[config.mk]
export PLATFORM = sky130hd
export DESIGN_NAME = gpio_irq_detect
export DESIGN_NICKNAME = d
export VERILOG_FILES = /design/src/rtl/gpio_irq_pkg.sv /design/src/rtl/gpio_irq_chan.sv /design/src/rtl/gpio_irq_detect.sv
export SDC_FILE = /design/constraint.sdc
export NUM_CORES = 1
export LEC_CHECK = 0
export BUFFER_PORTS_ARGS = -buffer_cell sky130_fd_sc_hd__buf_4
export CAP_MARGIN = 20
export CORE_ASPECT_RATIO = 0.75
export CORE_UTILIZATION = 60
export DETAILED_ROUTE_END_ITERATION = 10
export PLACE_DENSITY = 0.78
export REMOVE_ABC_BUFFERS = 1
export SYNTH_ARGS = -nofsm -noshare
export SYNTH_HDL_FRONTEND = slang
export SYNTH_SLANG_ARGS = --single-unit
[constraint.sdc]
create_clock -name clk -period 3.61 [get_ports clk]
set_input_delay 0.5415 -clock clk [delete_from_list [all_inputs] [get_ports clk]]
set_output_delay 0.5415 -clock clk [all_outputs]
set_load 0.02 [all_outputs]
[src/rtl/gpio_irq_pkg.sv]
`default_nettype none
// ============================================================================
// Module      : gpio_irq_pkg
// Description : Shared types and constants for the GPIO interrupt detector.
//               irq_type_e encodes the per-channel event mode; gpio_irq_id_w
//               sizes the optional channel-ID output (GPIO_IRQ_ID_EN).
// Revision    : 1.0 - initial release
// ============================================================================
package gpio_irq_pkg;

  typedef enum logic [1:0] {
    IRQ_RISE  = 2'b00,
    IRQ_FALL  = 2'b01,
    IRQ_ANY   = 2'b10,
    IRQ_LEVEL = 2'b11
  } irq_type_e;

  localparam int GPIO_IRQ_MAX_CH = 32;

  // Width of a channel index, never narrower than one bit.
  function automatic int gpio_irq_id_w(input int n);
    return (n > 1) ? $clog2(n) : 1;
  endfunction

endpackage
`default_nettype wire

[src/rtl/gpio_irq_chan.sv]
`default_nettype none
// ============================================================================
// Module      : gpio_irq_chan
// Description : One GPIO interrupt channel: pad synchroniser, debounce
//               filter, edge/level detector, sticky pending and overflow.
// Ports       : clk, rst        - clock, synchronous active-high reset
//               i_pad           - asynchronous pad input
//               i_en            - interrupt enable
//               i_type          - event mode (irq_type_e encoding)
//               i_debounce      - debounce threshold D in cycles
//               i_clr           - clear pending/overflow
//               o_pending       - sticky pending bit
//               o_overflow      - sticky overflow bit
// Revision    : 1.0 - initial release
// ============================================================================
module gpio_irq_chan
  import gpio_irq_pkg::*;
#(
  parameter int SYNC_STAGES = 2,
  parameter int DEBOUNCE_W  = 8
) (
  input  logic                  clk,
  input  logic                  rst,
  input  logic                  i_pad,
  input  logic                  i_en,
  input  logic [1:0]            i_type,
  input  logic [DEBOUNCE_W-1:0] i_debounce,
  input  logic                  i_clr,
  output logic                  o_pending,
  output logic                  o_overflow
);

  logic [SYNC_STAGES-1:0] r_sync;
  logic [DEBOUNCE_W-1:0]  r_cnt;
  logic                   r_filt;
  logic                   r_filt_q;
  logic                   r_pending;
  logic                   r_overflow;

  logic                   w_sync;
  logic                   w_det;
  logic                   w_event;
  irq_type_e              w_type;

  assign w_sync = r_sync[SYNC_STAGES-1];
  assign w_type = irq_type_e'(i_type);

  always_ff @(posedge clk) begin
    if (rst) begin
      r_sync <= '0;
    end else begin
      r_sync <= {r_sync[SYNC_STAGES-2:0], i_pad};
    end
  end

  // The filter only follows sync after D+1 consecutive disagreeing cycles;
  // the counter parks at all-ones rather than wrapping back to a match.
  always_ff @(posedge clk) begin
    if (rst) begin
      r_cnt    <= '0;
      r_filt   <= 1'b0;
      r_filt_q <= 1'b0;
    end else begin
      r_filt_q <= r_filt;
      if (w_sync == r_filt) begin
        r_cnt <= '0;
      end else if (r_cnt == i_debounce) begin
        r_filt <= w_sync;
        r_cnt  <= '0;
      end else if (r_cnt != {DEBOUNCE_W{1'b1}}) begin
        r_cnt <= r_cnt + 1'b1;
      end
    end
  end

  always_comb begin
    w_det = 1'b0;
    case (w_type)
      IRQ_RISE:  w_det = r_filt & ~r_filt_q;
      IRQ_FALL:  w_det = ~r_filt & r_filt_q;
      IRQ_ANY:   w_det = r_filt ^ r_filt_q;
      IRQ_LEVEL: w_det = r_filt;
      default:   w_det = 1'b0;
    endcase
  end

  assign w_event = w_det & i_en;

  // Set has priority over clear so a coincident event is never lost.
  // Level mode re-fires every cycle, so it is not counted as an overflow.
  always_ff @(posedge clk) begin
    if (rst) begin
      r_pending  <= 1'b0;
      r_overflow <= 1'b0;
    end else begin
      if (w_event) begin
        r_pending <= 1'b1;
      end else if (i_clr) begin
        r_pending <= 1'b0;
      end
      if (w_event && r_pending && (w_type != IRQ_LEVEL)) begin
        r_overflow <= 1'b1;
      end else if (i_clr) begin
        r_overflow <= 1'b0;
      end
    end
  end

  assign o_pending  = r_pending;
  assign o_overflow = r_overflow;

endmodule
`default_nettype wire

[src/rtl/gpio_irq_detect.sv]
`default_nettype none
// ============================================================================
// Module      : gpio_irq_detect
// Description : NUM_CH-channel GPIO interrupt detector with per-channel
//               mode, debounce, sticky pending/overflow and one registered
//               interrupt line. Optional macro GPIO_IRQ_ID_EN adds a
//               registered lowest-index pending channel ID.
// Ports       : clk, rst          - clock, synchronous active-high reset
//               gpio_in           - asynchronous pad inputs
//               cfg_en_i          - per-channel enable
//               cfg_type_i        - 2-bit mode per channel
//               cfg_debounce_i    - global debounce threshold
//               clr_valid_i       - clear strobe
//               clr_mask_i        - channels to clear
//               pending_o         - sticky pending bits
//               overflow_o        - sticky overflow bits
//               irq_o             - registered OR of enabled pending bits
//               irq_id_o          - (GPIO_IRQ_ID_EN) lowest active channel
//               irq_id_valid_o    - (GPIO_IRQ_ID_EN) equals irq_o
// Revision    : 1.0 - initial release
// ============================================================================
module gpio_irq_detect
  import gpio_irq_pkg::*;
#(
  parameter int NUM_CH      = 32,
  parameter int SYNC_STAGES = 2,
  parameter int DEBOUNCE_W  = 8
) (
  input  logic                  clk,
  input  logic                  rst,
  input  logic [NUM_CH-1:0]     gpio_in,
  input  logic [NUM_CH-1:0]     cfg_en_i,
  input  logic [2*NUM_CH-1:0]   cfg_type_i,
  input  logic [DEBOUNCE_W-1:0] cfg_debounce_i,
  input  logic                  clr_valid_i,
  input  logic [NUM_CH-1:0]     clr_mask_i,
  output logic [NUM_CH-1:0]     pending_o,
  output logic [NUM_CH-1:0]     overflow_o,
  output logic                  irq_o
`ifdef GPIO_IRQ_ID_EN
  ,
  output logic [gpio_irq_id_w(NUM_CH)-1:0] irq_id_o,
  output logic                             irq_id_valid_o
`endif
);

  logic [NUM_CH-1:0] w_pending;
  logic [NUM_CH-1:0] w_overflow;
  logic [NUM_CH-1:0] w_active;
  logic              r_irq;

  for (genvar c = 0; c < NUM_CH; c++) begin : g_ch
    gpio_irq_chan #(
      .SYNC_STAGES (SYNC_STAGES),
      .DEBOUNCE_W  (DEBOUNCE_W)
    ) u_chan (
      .clk        (clk),
      .rst        (rst),
      .i_pad      (gpio_in[c]),
      .i_en       (cfg_en_i[c]),
      .i_type     (cfg_type_i[2*c +: 2]),
      .i_debounce (cfg_debounce_i),
      .i_clr      (clr_valid_i & clr_mask_i[c]),
      .o_pending  (w_pending[c]),
      .o_overflow (w_overflow[c])
    );
  end

  // Disabled channels keep their pending state but cannot raise the line.
  assign w_active = w_pending & cfg_en_i;

  always_ff @(posedge clk) begin
    if (rst) begin
      r_irq <= 1'b0;
    end else begin
      r_irq <= |w_active;
    end
  end

  assign pending_o  = w_pending;
  assign overflow_o = w_overflow;
  assign irq_o      = r_irq;

`ifdef GPIO_IRQ_ID_EN
  localparam int c_ID_W = gpio_irq_id_w(NUM_CH);

  logic [c_ID_W-1:0] w_id;
  logic [c_ID_W-1:0] r_id;

  // Scan high to low so the lowest active index is written last and wins.
  always_comb begin
    w_id = '0;
    for (int i = NUM_CH - 1; i >= 0; i--) begin
      if (w_active[i]) begin
        w_id = c_ID_W'(i);
      end
    end
  end

  always_ff @(posedge clk) begin
    if (rst) begin
      r_id <= '0;
    end else begin
      r_id <= w_id;
    end
  end

  assign irq_id_o       = r_id;
  assign irq_id_valid_o = r_irq;
`endif

endmodule
`default_nettype wire

==> impl_metrics.csv <==
group,metric,value,unit
logic_synthesis,ys_seq_area_share,37.5,%
hold_path,worstHoldPathCells,2,
global_route,grt_pass1_wl,92800,um
setup_path,criticalPathCategory,"reg -> reg",
clock_tree,cts_resized,0,
power_and_ir_drop,p_switching,2350,uW
hold_path,hold_class,"in -> reg",
power_and_ir_drop,p_leak,0.00966,uW
status,outcome,"complete, no violations",
logic_synthesis,yosysTopAreaCellShare,37.5,%
hold_path,hold_end,"g_ch[27].u_chan.r_sync[0]$_SDFF_PP0_",
power_and_ir_drop,internal_power,8210,uW
power_and_ir_drop,switching_share,22.3,%
final_layout,multi_input_area,13300,um2
setup_path,r2r-end,"irq_o$_SDFF_PP0_",
final_layout,mostFrequentLayoutCells,"dfxtp_1, nor2_1, xnor2_1",
sta,setup_slack,1650,ps
placement,pre_cts_slack,1250,ps
setup_path,slowest_stage,"a22oi_1",
sta,hold_violations,0,
placement,dp_hpwl,38300,um
sta,rsz0062_at_grt,"false",
logic_synthesis,ys.flop_type,"dfxtp_1",
drt,wl_per_cell,16.7,um
global_route,antenna_found_initial,1,
logic_synthesis,ys_ff_latch,449,
sta,fin_crit_sh,54.4,%
flow_run,max_cap_viol_count,0,
sta,whs,199,ps
drt,post-route-drc-count,0,
setup_path,r2r_start,"g_ch[1].u_chan.o_pending$_SDFFE_PP0P_",
setup_path,cp.required,4010,ps
final_layout,drive_gt1_share,13.7,%
clock_tree,clock_path_buffers,3,
sta,fin_crit,1960,ps
setup_path,critPathLaunch,"g_ch[1].u_chan.o_pending$_SDFFE_PP0P_",
drt,routed_via_density,5.79,
setup_path,r2r_cells,4,
floorplanning,die_area,40700,um2
final_layout,regArea,8990,um2
final_layout,fin_cells,3384,
logic_synthesis,synth-edff-count,0,
placement,portBuffers,235,
global_route,grt_usage,27.6,%
setup_path,crit_fanout,4,
setup_path,endpoint_kind,"flop",
sta,worstMarginPinSlew,938,ps
sta,relSlewSlack,37.4,%
power_and_ir_drop,powerDensity,394,nW/um2
sta,setup_viol,0,
drt,dr.first_iter.drc_count,1157,
clock_tree,h-tree-depth,2,
global_route,overflow,0,
logic_synthesis,synthTopCellsByArea,"dfxtp_1, xnor2_1, ha_1",
final_layout,area_delta_synth_final,11.9,%
clock_tree,post-cts-setup-buffers,0,
clock_tree,cts-root-buf,"clkbuf_16",
hold_path,hp-start,"gpio_in[27]",
floorplanning,pin_count,236,
sta,final_max_slew_viol_count,0,
drt,drtPass1Iterations,5,
clock_tree,clkTransAtPathRegs,60,ps
floorplanning,core-area,38800,um2
logic_synthesis,postSynthAreaPerCell,8.81,um2
logic_synthesis,ys.warnings.count,0,
placement,routabilityCongestion,0.897,
logic_synthesis,synth.distinct_cells,60,
setup_path,path_cells,"a22oi_1 -> nand4_1 -> nor4_1 -> nor2_1",
setup_path,ff2ff_setup_slack,1650,ps
global_route,grt_pass1_vias,18900,
floorplanning,start_util,61.8,%
sta,fmax,0.509,GHz
clock_tree,cts_tree,"yes",
placement,placed_cells,3307,
power_and_ir_drop,p_seq_share,47.7,%
setup_path,cp-start-kind,"flop",
sta,fin_setup_tns,0,ps
final_layout,fin_nets,3109,
clock_tree,hold_buffers,0,
logic_synthesis,synth_cells,2719,
power_and_ir_drop,power_frac_clock,46.2,%
clock_tree,clk_latency,550,ps
power_and_ir_drop,ir_worst_vdd,302,uV
final_layout,n_fill_cell,3046,
floorplanning,fp.dieH,175,um
drt,wl,56700,um
clock_tree,cts_made_buffers,45,
logic_synthesis,yosys.area.top_type,"dfxtp_1",
power_and_ir_drop,pwr-share-comb,6.2,%
global_route,grt_max_degree,136,
drt,ant_nets,0,
drt,vias,19600,
logic_synthesis,ys_async_sr_fraction,0,%
sta,finalClockSkew,11.2,ps
setup_path,max_stage_delay,720,ps
final_layout,mostFrequentLayoutCell,"dfxtp_1",
clock_tree,cts.sinks,449,
floorplanning,fp.dieW,233,um
logic_synthesis,synthesis.area,24000,um2
floorplanning,core.rowCount,62,
setup_path,arrival,2360,ps
[power by group through the flow]
| stage | clock network (uW) | logic (uW) | registers (uW) |
|---|---|---|---|
| 6_report | 4870 | 653 | 5030 |
| 3_3_place_gp | 0 | 631 | 5140 |
| 4_1_cts | 4940 | 654 | 5030 |
| 2_1_floorplan | 0 | 287 | 5130 |
| 3_5_place_dp | 0 | 650 | 5140 |
| 5_1_grt | 5170 | 706 | 5030 |
[stage by stage]
step	area, um2	power, uW	util (%)
5_1_grt	26800	10900	69.1
4_1_cts	26800	10600	69.1
6_report	26800	10600	69.1
3_5_place_dp	25300	5790	65.2
2_1_floorplan	22800	5420	-
3_3_place_gp	25300	5770	65.2
[cell usage after synthesis, drive strengths merged, types with 32 or more instances]
master and number:
a211oi 40, a21oi 84, and3 46, buf 123, clkbuf 41, dfxtp 449, ha 96, inv 141
mux2i 38, mux4 32, nand2 211, nand3 70, nand3b 65, nand4 111, nor2 307, nor2b 77
nor3 85, o21ai 140, o41ai 32, xnor2 303, xor2 55
[flip-flops by register name, summed over array words and instances, names as in the netlist]
signal                  flops
g_ch.u_chan.o_pending      32
irq_o                       1
g_ch.u_chan.o_overflow     32
g_ch.u_chan.r_sync         64
g_ch.u_chan.r_filt_q       32
g_ch.u_chan.r_cnt         256
g_ch.u_chan.r_filt         32
[worst max-delay path, delay by kind of cell (launching register included)]
kind | cells | cell delay [ps]
AND/OR/NAND/NOR | 3 | 760
flip-flops | 1 | 340
AO/OA/AOI/OAI | 1 | 720
[per-layer routing]
| layer | vias to the layer above | share of wire [%] | track usage [%] |
|---|---|---|---|
| met2 | 533 | 48 | 47.1 |
| met5 | - | 0 | 0 |
| met1 | 9349 | 45 | 36.3 |
| met3 | 106 | 5.2 | 4.13 |
| met4 | 0 | 2.2 | 7.41 |
| li1 | 9612 | - | - |
[worst max path at each step]
| stage | endpoint | slack (ps) | depth (start not counted) |
|---|---|---|---|
| floorplan | g_ch[16].u_chan.r_cnt[3]$_SDFFE_PP0P_ | 2120 | 5 |
| global placement | g_ch[3].u_chan.r_cnt[1]$_SDFFE_PP0P_ | 1350 | 5 |
| detailed placement | g_ch[13].u_chan.r_cnt[2]$_SDFFE_PP0P_ | 1250 | 5 |
| CTS | irq_o$_SDFF_PP0_ | 1740 | 4 |
| global route | irq_o$_SDFF_PP0_ | 1650 | 4 |
| finish | irq_o$_SDFF_PP0_ | 1650 | 4 |
[area by class of cell]
| type | count | area share, % |
|---|---|---|
| Multi-Input combinational cell | 1965 | 49.6 |
| Sequential cell | 449 | 33.5 |
| Timing Repair Buffer | 240 | 6.79 |
| Clock buffer | 60 | 4.78 |
| Tap cell | 512 | 2.39 |
| Inverter | 141 | 1.97 |
| Clock inverter | 16 | 0.868 |
| Antenna cell | 1 | 0.00934 |
[kinds of logic after synthesis]
family / Yosys count / synth area share (%)
and+or+nand+nor: 1064 / 22.8
DFF: 449 / 37.5
AOI/OAI and AO/OA: 377 / 10.1
xor gates and xnor gates: 358 / 13.1
buffers and inverters: 305 / 6.94
adders and majority gates: 96 / 5.01
muxes: 70 / 4.60
(Power assumes the default switching activity.)
